<file path="src/rtl/npc_mem_pkg.sv">
// Shared definitions for the memory-port arbitration path.
//   ADDR_W_DEF / DATA_W_DEF : default address / data widths
//   state_e                 : arbiter FSM states
//   owner_e                 : which requester owns the outstanding transaction
package npc_mem_pkg;

  localparam int unsigned ADDR_W_DEF = 32;
  localparam int unsigned DATA_W_DEF = 64;

  typedef enum logic [1:0] {
    IDLE,
    ISSUE,
    WAIT,
    RESP
  } state_e;

  typedef enum logic [1:0] {
    OWN_NONE,
    OWN_IFU,
    OWN_LSU
  } owner_e;

  // Grant index 0 is the IFU, index 1 is the LSU.
  localparam int unsigned GNT_IFU = 0;
  localparam int unsigned GNT_LSU = 1;

endpackage

</file>
<file path="src/rtl/rr_arb2.sv">
// Two-way round-robin picker.
//   req        : request vector, bit 0 = requester 0, bit 1 = requester 1
//   last_grant : 0 = requester 0 was granted last, 1 = requester 1 was granted last
//   grant      : one-hot grant (all zero when nothing requests)
module rr_arb2 (
  input  logic [1:0] req,
  input  logic       last_grant,
  output logic [1:0] grant
);

  always_comb begin
    grant = 2'b00;
    unique case (req)
      2'b01:   grant = 2'b01;
      2'b10:   grant = 2'b10;
      // Tie: the requester that was not served last wins.
      2'b11:   grant = last_grant ? 2'b01 : 2'b10;
      default: grant = 2'b00;
    endcase
  end

endmodule

</file>
<file path="src/rtl/mem_port_arbiter.sv">
// Shares one handshaked memory port between the instruction-fetch unit (read-only)
// and the load/store unit (read/write). One transaction is outstanding at a time;
// ties are broken round-robin.
//   clock, reset        : clock, asynchronous active-high reset
//   ifu_req_* / ifu_resp_* : IFU read request / response handshakes
//   lsu_req_* / lsu_resp_* : LSU read/write request / response handshakes
//   mem_req_* / mem_resp_* : downstream memory request / response handshakes
module mem_port_arbiter
  import npc_mem_pkg::*;
#(
  parameter int unsigned ADDR_W = ADDR_W_DEF,
  parameter int unsigned DATA_W = DATA_W_DEF,
  parameter int unsigned MASK_W = DATA_W / 8
) (
  input  logic              clock,
  input  logic              reset,

  input  logic              ifu_req_valid,
  output logic              ifu_req_ready,
  input  logic [ADDR_W-1:0] ifu_req_addr,
  output logic              ifu_resp_valid,
  input  logic              ifu_resp_ready,
  output logic [DATA_W-1:0] ifu_resp_data,

  input  logic              lsu_req_valid,
  output logic              lsu_req_ready,
  input  logic [ADDR_W-1:0] lsu_req_addr,
  input  logic              lsu_req_wen,
  input  logic [DATA_W-1:0] lsu_req_wdata,
  input  logic [MASK_W-1:0] lsu_req_wmask,
  output logic              lsu_resp_valid,
  input  logic              lsu_resp_ready,
  output logic [DATA_W-1:0] lsu_resp_data,

  output logic              mem_req_valid,
  input  logic              mem_req_ready,
  output logic [ADDR_W-1:0] mem_req_addr,
  output logic              mem_req_wen,
  output logic [DATA_W-1:0] mem_req_wdata,
  output logic [MASK_W-1:0] mem_req_wmask,
  input  logic              mem_resp_valid,
  output logic              mem_resp_ready,
  input  logic [DATA_W-1:0] mem_resp_data
);

  state_e            state_q;
  owner_e            owner_q;
  logic              last_lsu_q;  // 1: LSU was granted last
  logic [ADDR_W-1:0] addr_q;
  logic              wen_q;
  logic [DATA_W-1:0] wdata_q;
  logic [MASK_W-1:0] wmask_q;
  logic [DATA_W-1:0] rdata_q;

  logic [1:0] grant;
  logic       ifu_hs;
  logic       lsu_hs;
  logic       resp_hs;

  rr_arb2 u_rr_arb2 (
    .req        ({lsu_req_valid, ifu_req_valid}),
    .last_grant (last_lsu_q),
    .grant      (grant)
  );

  // Requests are only offered readiness while idle; grant is already gated by valid.
  assign ifu_req_ready = (state_q == IDLE) && grant[GNT_IFU];
  assign lsu_req_ready = (state_q == IDLE) && grant[GNT_LSU];
  assign ifu_hs        = ifu_req_valid && ifu_req_ready;
  assign lsu_hs        = lsu_req_valid && lsu_req_ready;

  // Downstream request is driven purely from the latched fields.
  assign mem_req_valid  = (state_q == ISSUE);
  assign mem_req_addr   = addr_q;
  assign mem_req_wen    = wen_q;
  assign mem_req_wdata  = wdata_q;
  assign mem_req_wmask  = wmask_q;
  assign mem_resp_ready = (state_q == WAIT);

  assign ifu_resp_valid = (state_q == RESP) && (owner_q == OWN_IFU);
  assign lsu_resp_valid = (state_q == RESP) && (owner_q == OWN_LSU);
  assign ifu_resp_data  = rdata_q;
  assign lsu_resp_data  = rdata_q;

  assign resp_hs = (ifu_resp_valid && ifu_resp_ready) || (lsu_resp_valid && lsu_resp_ready);

  always_ff @(posedge clock or posedge reset) begin
    if (reset) begin
      state_q    <= IDLE;
      owner_q    <= OWN_NONE;
      last_lsu_q <= 1'b1;
      addr_q     <= '0;
      wen_q      <= 1'b0;
      wdata_q    <= '0;
      wmask_q    <= '0;
      rdata_q    <= '0;
    end else begin
      case (state_q)
        IDLE: begin
          if (ifu_hs || lsu_hs) begin
            // IFU fetches are reads: write enable and mask are forced low.
            addr_q     <= lsu_hs ? lsu_req_addr : ifu_req_addr;
            wen_q      <= lsu_hs && lsu_req_wen;
            wdata_q    <= lsu_hs ? lsu_req_wdata : '0;
            wmask_q    <= lsu_hs ? lsu_req_wmask : '0;
            owner_q    <= lsu_hs ? OWN_LSU : OWN_IFU;
            last_lsu_q <= lsu_hs;
            state_q    <= ISSUE;
          end
        end
        ISSUE: begin
          if (mem_req_ready) begin
            state_q <= WAIT;
          end
        end
        WAIT: begin
          if (mem_resp_valid) begin
            rdata_q <= mem_resp_data;
            state_q <= RESP;
          end
        end
        RESP: begin
          if (resp_hs) begin
            owner_q <= OWN_NONE;
            state_q <= IDLE;
          end
        end
        default: begin
          owner_q <= OWN_NONE;
          state_q <= IDLE;
        end
      endcase
    end
  end

endmodule
</file>
<file path="config.mk">
export PLATFORM = sky130hd
export DESIGN_NAME = mem_port_arbiter
export DESIGN_NICKNAME = d
export VERILOG_FILES = /design/src/rtl/npc_mem_pkg.sv /design/src/rtl/rr_arb2.sv /design/src/rtl/mem_port_arbiter.sv
export SDC_FILE = /design/constraint.sdc
export NUM_CORES = 1
export LEC_CHECK = 0
export ABC_AREA = 1
export CAP_MARGIN = 0
export CORE_AREA = 2 2 173 175
export CTS_CLUSTER_DIAMETER = 60
export DETAILED_ROUTE_END_ITERATION = 10
export DIE_AREA = 0 0 175 177
export PLACE_DENSITY_LB_ADDON = 0.2
export SYNTH_ARGS = -nofsm -noshare
export SYNTH_HDL_FRONTEND = slang
export SYNTH_HIERARCHICAL = 1
export SYNTH_SLANG_ARGS = --single-unit
</file>
<file path="constraint.sdc">
create_clock -name clock -period 5.45 [get_ports clock]
set_clock_uncertainty 0.1 [all_clocks]
set_input_delay 1.09 -clock clock [delete_from_list [all_inputs] [get_ports clock]]
set_output_delay 1.09 -clock clock [all_outputs]
set_load 0.02 [all_outputs]
</file>
# Word level (Yosys, flattened, before mapping)
# Cells that the tools add are included.
# word_totals
regBits	174
out_inout_bits	239
wordCells	50
# op_classes
eq_ne	12
muxes	13
reduce_logical	17
# ops
operator	n
$mux W64	1
$mux W32	1
$mux W2	7
$eq A2 B2 Y1 const B	5
$logic_and A1 B1 Y1	9
$mux W8	1
$pmux W2 S4	1
$eq A2 B1 Y1 const B	3
$pmux W2 S3	1
$ne A2 B1 Y1 const B	2
$ne A2 B2 Y1 const B	2
$pmux W2 S2	1
$reduce_and A2 Y1	2
$reduce_and A4 Y1	1
$reduce_and A3 Y1	1
$logic_not A2 Y1	1
$logic_or A1 B1 Y1	2
$reduce_bool A2 Y1	1

# Longest topological paths before layout
# Gate-level depths: netlist of the first run.
# logic_depth
word_depth	7
mapped_depth	12
ltp_nobuf	10

# Cells and area by module
# Netlist of the first run, hierarchy kept.
# modules_own_cells
mod	n_inst	cells_per_inst	area_each_um2	seq_area_each_um2
mem_port_arbiter	1	588	7244.4	4355.4
rr_arb2	1	5	21.3	0.0

# Least setup slack after synthesis of the first run
# OpenSTA, ideal clock, no wires.
# synth_timing
path_kind	input-to-output
start	in lsu_req_valid
end	out ifu_req_ready
t_arrival_ps	1430
t_required_ps	4260
setup_slack_ps	2830
cell_stages	5
path_cell_list	inv_1 > nand2_1 > nand2_1 > nand2_1 > inv_1
# synth_via
elab_chain_cells	3
word_cells_on_any_way	5
classes_between	eq/ne (3); mux (1); reduce/logical (1)
# synth_lines
item	line_no	source
from (decl)	mem_port_arbiter.sv:25	input logic lsu_req_valid,
$eq A2 B2 Y1 or $eq A2 B1 Y1 (tied branches)	rr_arb2.sv:13	unique case (req)
$pmux W2 S3 (*)	rr_arb2.sv:13	
named net grant[0]	mem_port_arbiter.sv:55	logic [1:0] grant;
$logic_and A1 B1 Y1 (*)	mem_port_arbiter.sv:67	assign ifu_req_ready = (state_q == IDLE) && grant[GNT_IFU];
to (decl)	mem_port_arbiter.sv:19	output logic ifu_req_ready,
# Mark *: on every way through the listed nets, which the timed path passes. The rest lies on a longest branch.

# Worst setup path after layout of the first run
# layout_timing
start	in lsu_req_valid
end	out lsu_req_ready
# layout_via
elab_chain_cells	3
word_cells_on_any_way	5
classes_between	eq/ne (3); mux (1); reduce/logical (1)
# layout_lines
item	line_no	source
$eq A2 B2 Y1 or $eq A2 B1 Y1 (tied branches)	rr_arb2.sv:13	
$pmux W2 S3 (*)	rr_arb2.sv:13	
named net grant[1]	mem_port_arbiter.sv:55	
$logic_and A1 B1 Y1 (*)	mem_port_arbiter.sv:68	assign lsu_req_ready = (state_q == IDLE) && grant[GNT_LSU];
to (decl)	mem_port_arbiter.sv:26	output logic lsu_req_ready,
# Marks and branches as above.

==> summary.txt, run 1 <==
Status
  • Outcome: complete, no violations

Synthesis
  • Synth Cell Area: 7270 µm²
  • Syn Inst Count: 593
  • Yosys warns: 6
  • Syn nets: 806
  • Register area share after synthesis: 0.599
  • Library cells used by synthesis: 21
  • Count of state elements after synthesis: 174
  • Syn Area/Cell: 12.3 µm²

Cells and area
  • Layout cell share with drive strength beyond 1: 0.113
  • # diodes: 0
  • Commonest non-fill, non-tap cells in the layout: 447 x clkdlybuf4s50_1, 173 x dfrtp_1, 83 x nand2_1
  • Commonest non-fill, non-tap cell in the layout: clkdlybuf4s50_1
  • Final Util: 0.417
  • Layout Nets: 1181
  • Area Growth Syn to Fin: 67.9%

Placement
  • Count of input and output buffers: 447
  • GPL Wtd Cong: 0.754
  • DP HPWL: 17300 µm

Power
  • Power Density: 608 nW/µm²
  • Standby leakage power: 5.18 nW
  • Peak supply drop: 228 µV

Critical path
  • Cell breakdown of the critical path: clkdlybuf4s50_1 > inv_1 > a21oi_1 > nand2_1 > inv_2 > clkdlybuf4s50_1
  • CP arrival: 2.59 ns
  • FF-to-FF End: mem_req_wdata[21]
  • Worst reg2reg setup slack: 2.61 ns
  • Reg2Reg Depth: 8
  • Reg-to-reg critical path startpoint: state_q[0]
  • Worst Path Max Fanout: 3
  • WP data required: 4.26 ns
  • CP dominant cell by count: clkdlybuf4s50_1
  • Crit-path max cell delay: 0.60 ns
  • Slowest-stage cell, CP: clkdlybuf4s50_1
  • Top Family by Delay on Critical Path: buffers and inverters
  • Worst path depth: 6
  • WP buf/inv: 4
  • WS Path Type: input port to output pin
  • Critical Path Sink Type: output pin
  • Worst Setup Start Kind: input port

Hold path
  • WHS Path Cells: 2
  • Hold Path Origin: last_lsu_q
  • Hold Path Class: flop to flop
  • Worst Hold End: last_lsu_q

Global routing
  • Gr usage total: 0.149
  • Largest net degree at the start of global routing: 98
  • Initial antenna violation count: 0
  • Vias in the first global route: 6021
  • First-pass GRT wire length: 35600 µm
  • Congestion Overflow GR: 0

Timing
  • Fmax: 264 MHz
  • Setup Viol. Count Final: 0
  • Measured slew at the worst slew-check pin: 0.890 ns
  • Final Hold Fails: 0
  • Crit share post-route: 0.694
  • Setup TNS: 0 ns
  • Max-slew violation count: 0
  • Slew headroom: 0.406
  • RSZ-0062 raised after global routing: false
  • Minimum clock period: 3.78 ns

Floorplanning
  • Full die area: 31000 µm²
  • Die Ht: 177 µm
  • Rows: 63
  • I/O Pins: 448
  • Initial Util: 0.248
  • Core box area: 29200 µm²
  • Die X: 175 µm

Routing
  • Final ANT Viol Nets: 0
  • Avg WL per Cell: 17.2 µm
  • DRC: 0
  • Via count: 5926
  • WL final: 23600 µm
  • Vias/cell: 4.32
  • Drt pass-1 iters: 4
  • Iter 0 DRT Violations: 265

Clocking
  • Clock Pin Slew Worst Setup and Hold Paths: 0.08 ns
  • # resized after CTS: 0
  • Worst-Skew Late Latency: 0.42 ns
  • H-tree depth: 4
  • CTS tree: built
  • Post-CTS setup buffer count: 0
  • Clock sink count: 174
  • Total clock buffers created by CTS: 17
  • Root buffer cell: clkbuf_16
  • Maximum buffer depth of the clock tree: 2
  • # hold bufs at CTS: 0

Run
  • Max Cap Viol: 0
-- report_power, final --
| part | internal (W) | switching [W] | leakage [nW] |
|---|---|---|---|
| sequential | 0.00188 | 0.000418 | 2.12 |
| clock | 0.000666 | 0.000570 | 0.282 |
| combinational | 0.00199 | 0.00189 | 2.78 |
-- worst min-delay path, delay by kind of cell (launching register included) --
kind             cells  cell delay, ns
and+or+nand+nor      2            0.10
DFF                  1            0.39
-- per-layer routing --
metal / routed length (µm) / GRT usage
met1: 9280 / 0.175
met4: 383 / 0.0413
met3: 1950 / 0.0500
met5: 0 / 0
met2: 11900 / 0.262
-- registers in the layout (all words and copies together) (netlist names) --
signal         count
mem_req_wmask      8
owner_q            2
mem_req_addr      32
ifu_resp_data     64
state_q            2
last_lsu_q         1
mem_req_wen        1
mem_req_wdata     64
-- Yosys cell counts (all sizes together) --
master | number | area share
nor2 | 32 | 0.017
dfrtp | 173 | 0.60
clkbuf | 4 | 0.0021
nand3 | 5 | 0.0034
inv | 15 | 0.0077
dfstp | 1 | 0.0036
nand2 | 86 | 0.046
o21ai | 1 | 0.00069
nand4 | 5 | 0.0043
buf | 95 | 0.096
a22o | 73 | 0.088
mux2 | 64 | 0.099
a31oi | 32 | 0.028
ha | 4 | 0.0069
a21oi | 1 | 0.00069
nor3 | 2 | 0.0014
-- metrics by stage --
stage               instances  instance area [µm²]  total power [W]  setup slack (ns)  hold WS [ns]
floorplan                 593                 7270          0.00452              2.04         0.349
global placement         1339                11600          0.00623              1.68         0.378
CTS                      1371                12200          0.00753              1.67         0.390
global route             1371                12200          0.00784              1.62         0.397
finish                   1371                12200          0.00741              1.67         0.387
detailed placement       1339                11600          0.00625              1.68         0.377
-- kinds of logic (layout without fill, tap and decap cells) --
kind of cell / count (synthesis) / in the layout / synth area share
mux: 64 / 64 / 0.0992
fa+ha+maj: 4 / 4 / 0.00689
buf+inv: 114 / 502 / 0.106
compound gates: 107 / 107 / 0.117
simple gates: 130 / 130 / 0.0715
flops: 174 / 174 / 0.599
-- worst max path at each step --
stage                             start               end  slack (ns)
after global routing      lsu_req_valid     lsu_req_ready        1.62
after detailed placement  lsu_req_valid     lsu_req_ready        1.68
final                     lsu_req_valid     lsu_req_ready        1.67
after global placement    lsu_req_valid     lsu_req_ready        1.68
after floorplan                   reset  ifu_resp_data[0]        2.04
after CTS                 lsu_req_valid     lsu_req_ready        1.67
-- cell type report --
class	count	area [µm²]
multi-input combinational	305	2140
timing repair buffer	455	4560
tap	390	488
inverter	15	61.3
sequential	174	4360
fill	2842	17000
clock inverter	13	149
clock buffer	19	443
Note: power is estimated with default switching activity, not from simulation.
==> run 2: changes to the inputs <==
CORE_AREA = 2 2 176 178   (was 2 2 173 175)
DIE_AREA = 0 0 178 180   (was 0 0 175 177)
clock period = 3.7 ns   (was 5.45 ns; I/O delays follow)
==> summary.txt, run 2 (synthesis results as in run 1) <==
Timing
  • Setup TNS: 0 ns (unchanged)
  • Slew headroom: 0.457 (was 0.406)
  • Minimum clock period: 3.08 ns
  • RSZ-0062 raised after global routing: false (unchanged)
  • Final Hold Fails: 0 (unchanged)
  • Fmax: 325 MHz
  • Measured slew at the worst slew-check pin: 0.814 ns (was 0.890 ns)
  • Setup Viol. Count Final: 0 (unchanged)
  • Crit share post-route: 0.832
  • Max-slew violation count: 0 (unchanged)

Power
  • Switching power: 0.00423 W (was 0.00287 W)
  • Power Density: 899 nW/µm² (was 608 nW/µm²)
  • Sw Ratio: 0.384 (was 0.388)
  • Peak supply drop: 293 µV (was 228 µV)
  • Clock network fraction of design power: 0.172 (was 0.167)
  • Sequential Power Share: 0.306 (was 0.310)
  • Comb pwr share: 0.522 (was 0.524)
  • P_int: 0.00679 W (was 0.00454 W)
  • Standby leakage power: 5.20 nW (was 5.18 nW)

Clocking
  • H-tree depth: 4 (unchanged)
  • Worst-Skew Late Latency: 0.43 ns (was 0.42 ns)
  • Root buffer cell: clkbuf_16 (unchanged)
  • CTS tree: built (unchanged)
  • Maximum buffer depth of the clock tree: 2 (unchanged)
  • Clock sink count: 174 (unchanged)
  • # resized after CTS: 0 (unchanged)
  • Post-CTS setup buffer count: 0 (unchanged)
  • # hold bufs at CTS: 0 (unchanged)
  • Clock Pin Slew Worst Setup and Hold Paths: 0.06 ns (was 0.08 ns)
  • Total clock buffers created by CTS: 17 (unchanged)

Routing
  • Avg WL per Cell: 17.3 µm (was 17.2 µm)
  • Top sig layer: met4 (unchanged)
  • Via count: 5832 (was 5926)
  • Drt pass-1 iters: 4 (unchanged)
  • Final ANT Viol Nets: 0 (unchanged)
  • Metal-1 WL: 9320 µm (was 9280 µm)
  • WL final: 23800 µm (was 23600 µm)
  • Vias/cell: 4.23 (was 4.32)
  • Iter 0 DRT Violations: 265 (unchanged)
  • DRC: 0 (unchanged)
  • Met3 WL: 1960 µm (was 1950 µm)
  • Routed length on met2: 11800 µm (was 11900 µm)

Placement
  • Cells after DPL: 1345 (was 1339)
  • Count of input and output buffers: 447 (unchanged)
  • DP HPWL: 17100 µm (was 17300 µm)
  • GPL Wtd Cong: 0.787 (was 0.754)

Cells and area
  • Layout Nets: 1181 (unchanged)
  • Reg area: 4360 µm² (unchanged)
  • Fill cells: 2902 (was 2842)
  • Area Growth Syn to Fin: 68.6% (was 67.9%)
  • Commonest non-fill, non-tap cell in the layout: clkdlybuf4s50_1 (unchanged)
  • Layout cell share with drive strength beyond 1: 0.113 (unchanged)
  • Final Util: 0.406 (was 0.417)
  • Commonest non-fill, non-tap cells in the layout: 447 x clkdlybuf4s50_1, 173 x dfrtp_1, 83 x nand2_1 (unchanged)
  • Multi-input logic area: 2140 µm² (unchanged)
  • Finished Layout Cells: 1378 (was 1371)

Hold path
  • Hold Path Origin: last_lsu_q (unchanged)
  • Hold Path Class: flop to flop (unchanged)
  • Worst Hold End: last_lsu_q (unchanged)
  • WHS Path Cells: 2 (unchanged)

Critical path
  • WP data required: 2.86 ns (was 4.26 ns)
  • Reg2Reg Depth: 9 (was 8)
  • Reg-to-reg critical path startpoint: state_q[0] (unchanged)
  • FF-to-FF End: mem_req_wdata[27] (was mem_req_wdata[21])
  • Worst Path Max Fanout: 3 (unchanged)
  • Worst Setup Start Kind: input port (unchanged)
  • CP arrival: 2.24 ns (was 2.59 ns)
  • Critical Path Sink Type: output pin (unchanged)
  • Worst reg2reg setup slack: 1.40 ns (was 2.61 ns)
  • WS Path Type: input port to output pin (unchanged)

Floorplanning
  • Rows: 64 (was 63)
  • Die X: 178 µm (was 175 µm)
  • Die Ht: 180 µm (was 177 µm)
  • I/O Pins: 448 (unchanged)
  • Core box area: 30200 µm² (was 29200 µm²)
  • Full die area: 32000 µm² (was 31000 µm²)
  • Initial Util: 0.241 (was 0.248)

Global routing
  • Initial antenna violation count: 1 (was 0)
  • First-pass GRT wire length: 36200 µm (was 35600 µm)
  • Congestion Overflow GR: 0 (unchanged)
  • Largest net degree at the start of global routing: 86 (was 98)
  • Vias in the first global route: 6058 (was 6021)
  • Gr usage total: 0.149 (about the same)

Run
  • Max Cap Viol: 0 (unchanged)

Status
  • Outcome: complete, no violations (unchanged)
-- run 2: critical path: stages --
cell and delay [ns]:
clkdlybuf4s50_1 0.55, inv_1 0.07, a21oi_1 0.11, nand2_1 0.07
inv_2 0.09, clkdlybuf4s50_1 0.60
-- run 2: stage by stage --
step	total power [W]	hold WS, ns	setup WS [ns]	instance area [µm²]
floorplan	0.00665	0.349	0.636	7270
global placement	0.00919	0.378	0.627	11600
detailed placement	0.00922	0.379	0.617	11600
CTS	0.0112	0.391	0.627	12200
global route	0.0117	0.414	0.536	12300
finish	0.0110	0.385	0.623	12300
-- run 2: area by class of cell --
class,instances,area share
repair buffers,455,0.374
diodes,1,0.000204
clock inverters,10,0.0103
inverters,15,0.00500
multi-input cells,305,0.175
clock buffers,22,0.0395
flip-flops and latches,174,0.355
well taps,396,0.0404
-- run 2: power groups by stage --
stage	combinational, W	sequential, W	clock, W
2_1_floorplan	0.00235	0.00430	0
3_3_place_gp	0.00579	0.00340	0
3_5_place_dp	0.00582	0.00339	0
4_1_cts	0.00582	0.00339	0.00197
5_1_grt	0.00611	0.00349	0.00206
6_report	0.00575	0.00337	0.00190
-- run 2: layer usage --
metal	track usage	up-vias
li1	-	2743
met1	0.171	2776
met2	0.250	273
met3	0.0455	40
met4	0.0721	0
met5	0	-
-- run 2: worst max-delay path by stage --
stage                              from               end  slack (ns)  depth (start not counted)
after detailed placement  lsu_req_valid     lsu_req_ready        0.62                          6
after floorplan                   reset  ifu_resp_data[0]        0.64                          1
final                     lsu_req_valid     lsu_req_ready        0.62                          6
after global routing      lsu_req_valid     lsu_req_ready        0.54                          6
after CTS                 lsu_req_valid     lsu_req_ready        0.63                          6
after global placement    lsu_req_valid     lsu_req_ready        0.63                          6
==> run 3: changes to the inputs <==
clock period = 3 ns   (was 3.7 ns; I/O delays follow)
==> summary.txt, run 3 (synthesis results as in run 1) <==
Critical path
  • Cell breakdown of the critical path: clkdlybuf4s50_1 > inv_1 > a21oi_1 > nand2_1 > inv_2 > clkdlybuf4s50_1 (unchanged)
  • FF-to-FF End: mem_req_wdata[27] (unchanged)
  • Worst reg2reg setup slack: 0.95 ns (was 1.40 ns)
  • WP data required: 2.30 ns (was 2.86 ns)
  • Critical Path Sink Type: output pin (unchanged)
  • Crit-path max cell delay: 0.60 ns (about the same)
  • Slowest-stage cell, CP: clkdlybuf4s50_1 (unchanged)
  • CP dominant cell by count: clkdlybuf4s50_1 (unchanged)
  • Worst Path Max Fanout: 3 (unchanged)
  • Worst Setup Start Kind: input port (unchanged)
  • Reg-to-reg critical path startpoint: state_q[0] (unchanged)
  • CP startpoint: lsu_req_valid (unchanged)
  • Worst Setup EP: lsu_req_ready (unchanged)
  • CP arrival: 2.11 ns (was 2.24 ns)
  • WS Path Type: input port to output pin (unchanged)
  • Reg2Reg Depth: 8 (was 9)

Cells and area
  • Final Util: 0.410 (was 0.406)
  • Commonest non-fill, non-tap cells in the layout: 447 x clkdlybuf4s50_1, 173 x dfrtp_1, 83 x nand2_1 (unchanged)
  • Layout Nets: 1190 (was 1181)
  • Fill cells: 2942 (was 2902)
  • # diodes: 0 (was 1)
  • Layout cell share with drive strength beyond 1: 0.122 (was 0.113)
  • Commonest non-fill, non-tap cell in the layout: clkdlybuf4s50_1 (unchanged)
  • Area Growth Syn to Fin: 70.5% (was 68.6%)

Timing
  • RSZ-0062 raised after global routing: false (unchanged)
  • Crit share post-route: 0.936
  • Slew headroom: 0.662 (was 0.457)
  • Setup Viol. Count Final: 0 (unchanged)
  • Fmax: 356 MHz
  • Setup TNS: 0 ns (unchanged)
  • Final Hold Fails: 0 (unchanged)
  • Measured slew at the worst slew-check pin: 0.505 ns (was 0.814 ns)
  • Minimum clock period: 2.81 ns
  • Max-slew violation count: 0 (unchanged)

Global routing
  • Gr usage total: 0.149 (about the same)
  • Vias in the first global route: 6219 (was 6058)
  • Congestion Overflow GR: 0 (unchanged)
  • Initial antenna violation count: 0 (was 1)
  • First-pass GRT wire length: 36400 µm (was 36200 µm)
  • Largest net degree at the start of global routing: 75 (was 86)

Run
  • Max Cap Viol: 0 (unchanged)

Clocking
  • Worst-Skew Late Latency: 0.43 ns (about the same)
  • # hold bufs at CTS: 0 (unchanged)
  • Total clock buffers created by CTS: 17 (unchanged)
  • Maximum buffer depth of the clock tree: 2 (unchanged)
  • # resized after CTS: 0 (unchanged)
  • Post-CTS setup buffer count: 0 (unchanged)
  • Clock sink count: 174 (unchanged)
  • Clock Pin Slew Worst Setup and Hold Paths: 0.07 ns (was 0.06 ns)
  • CTS tree: built (unchanged)
  • H-tree depth: 4 (unchanged)
  • Root buffer cell: clkbuf_16 (unchanged)

Routing
  • Drt pass-1 iters: 4 (unchanged)
  • WL final: 23800 µm (about the same)
  • DRC: 0 (unchanged)
  • Avg WL per Cell: 17.2 µm (was 17.3 µm)
  • Final ANT Viol Nets: 0 (unchanged)
  • Via count: 5910 (was 5832)
  • Vias/cell: 4.26 (was 4.23)
  • Iter 0 DRT Violations: 241 (was 265)

Placement
  • GPL Wtd Cong: 0.767 (was 0.787)
  • DP HPWL: 17700 µm (was 17100 µm)
  • Count of input and output buffers: 447 (unchanged)

Floorplanning
  • I/O Pins: 448 (unchanged)
  • Core box area: 30200 µm² (unchanged)
  • Die Ht: 180 µm (unchanged)
  • Initial Util: 0.241 (unchanged)
  • Die X: 178 µm (unchanged)
  • Rows: 64 (unchanged)
  • Full die area: 32000 µm² (unchanged)

Power
  • Power Density: 1100 nW/µm² (was 899 nW/µm²)
  • Peak supply drop: 406 µV (was 293 µV)
  • Standby leakage power: 5.28 nW (was 5.20 nW)

Hold path
  • Hold Path Class: flop to flop (unchanged)
  • WHS Path Cells: 2 (unchanged)

Status
  • Outcome: complete, no violations (unchanged)
run 3: cell types whose count changed in the layout (fill, tap and decap cells not counted), sizes merged:
cell,before,now
diode,1,0
clkinvlp,4,3
inv,17,16
clkbuf,22,21
buf,8,17
clkinv,2,5
run 3: worst min path at each step:
| stage | end | start | slack, ns |
|---|---|---|---|
| 5_1_grt | last_lsu_q | last_lsu_q | 0.41 |
| 3_5_place_dp | last_lsu_q | last_lsu_q | 0.38 |
| 2_1_floorplan | last_lsu_q | last_lsu_q | 0.35 |
| 6_report | last_lsu_q | last_lsu_q | 0.38 |
| 4_1_cts | last_lsu_q | last_lsu_q | 0.39 |
| 3_3_place_gp | last_lsu_q | last_lsu_q | 0.37 |
run 3: metrics by stage:
step	std cells	worst slack, ns	hold slack, ns	instance area [µm²]	total power (W)
after global placement	1354	0.215	0.375	11800	0.0114
after floorplan	593	0.0762	0.349	7270	0.00821
after CTS	1386	0.203	0.388	12400	0.0138
after detailed placement	1354	0.208	0.377	11800	0.0114
after global routing	1386	0.0833	0.412	12400	0.0144
final	1386	0.191	0.384	12400	0.0136
run 3: power by group:
group	internal (W)	total (W)	switching [W]
registers	0.00341	0.00415	0.000743
clock network	0.00132	0.00230	0.000978
logic	0.00368	0.00716	0.00348
total	0.00842	0.0136	0.00520
run 3: area by class of cell:
cell class	instances	area [µm²]	share of cell area
timing repair buffer	464	4730	0.382
sequential	174	4360	0.352
multi-input combinational	305	2140	0.173
tap	396	495	0.0400
clock buffer	21	480	0.0388
clock inverter	11	129	0.0104
inverter	15	61.3	0.00495
run 3: worst max-delay path, delay by kind of cell:
| family | cells | cell delay [ns] |
|---|---|---|
| buf+inv | 4 | 1.31 |
| compound gates | 1 | 0.12 |
| simple gates | 1 | 0.08 |
run 3: layer usage:
metal / routed length [µm] / part of all wire / up-vias / GRT usage
met3: 1900 / 0.080 / 28 / 0.0467
met1: 9410 / 0.39 / 2844 / 0.172
met5: 0 / 0 / - / 0
met2: 12000 / 0.50 / 267 / 0.258
met4: 530 / 0.022 / 0 / 0.0561
li1: - / - / 2771 / -
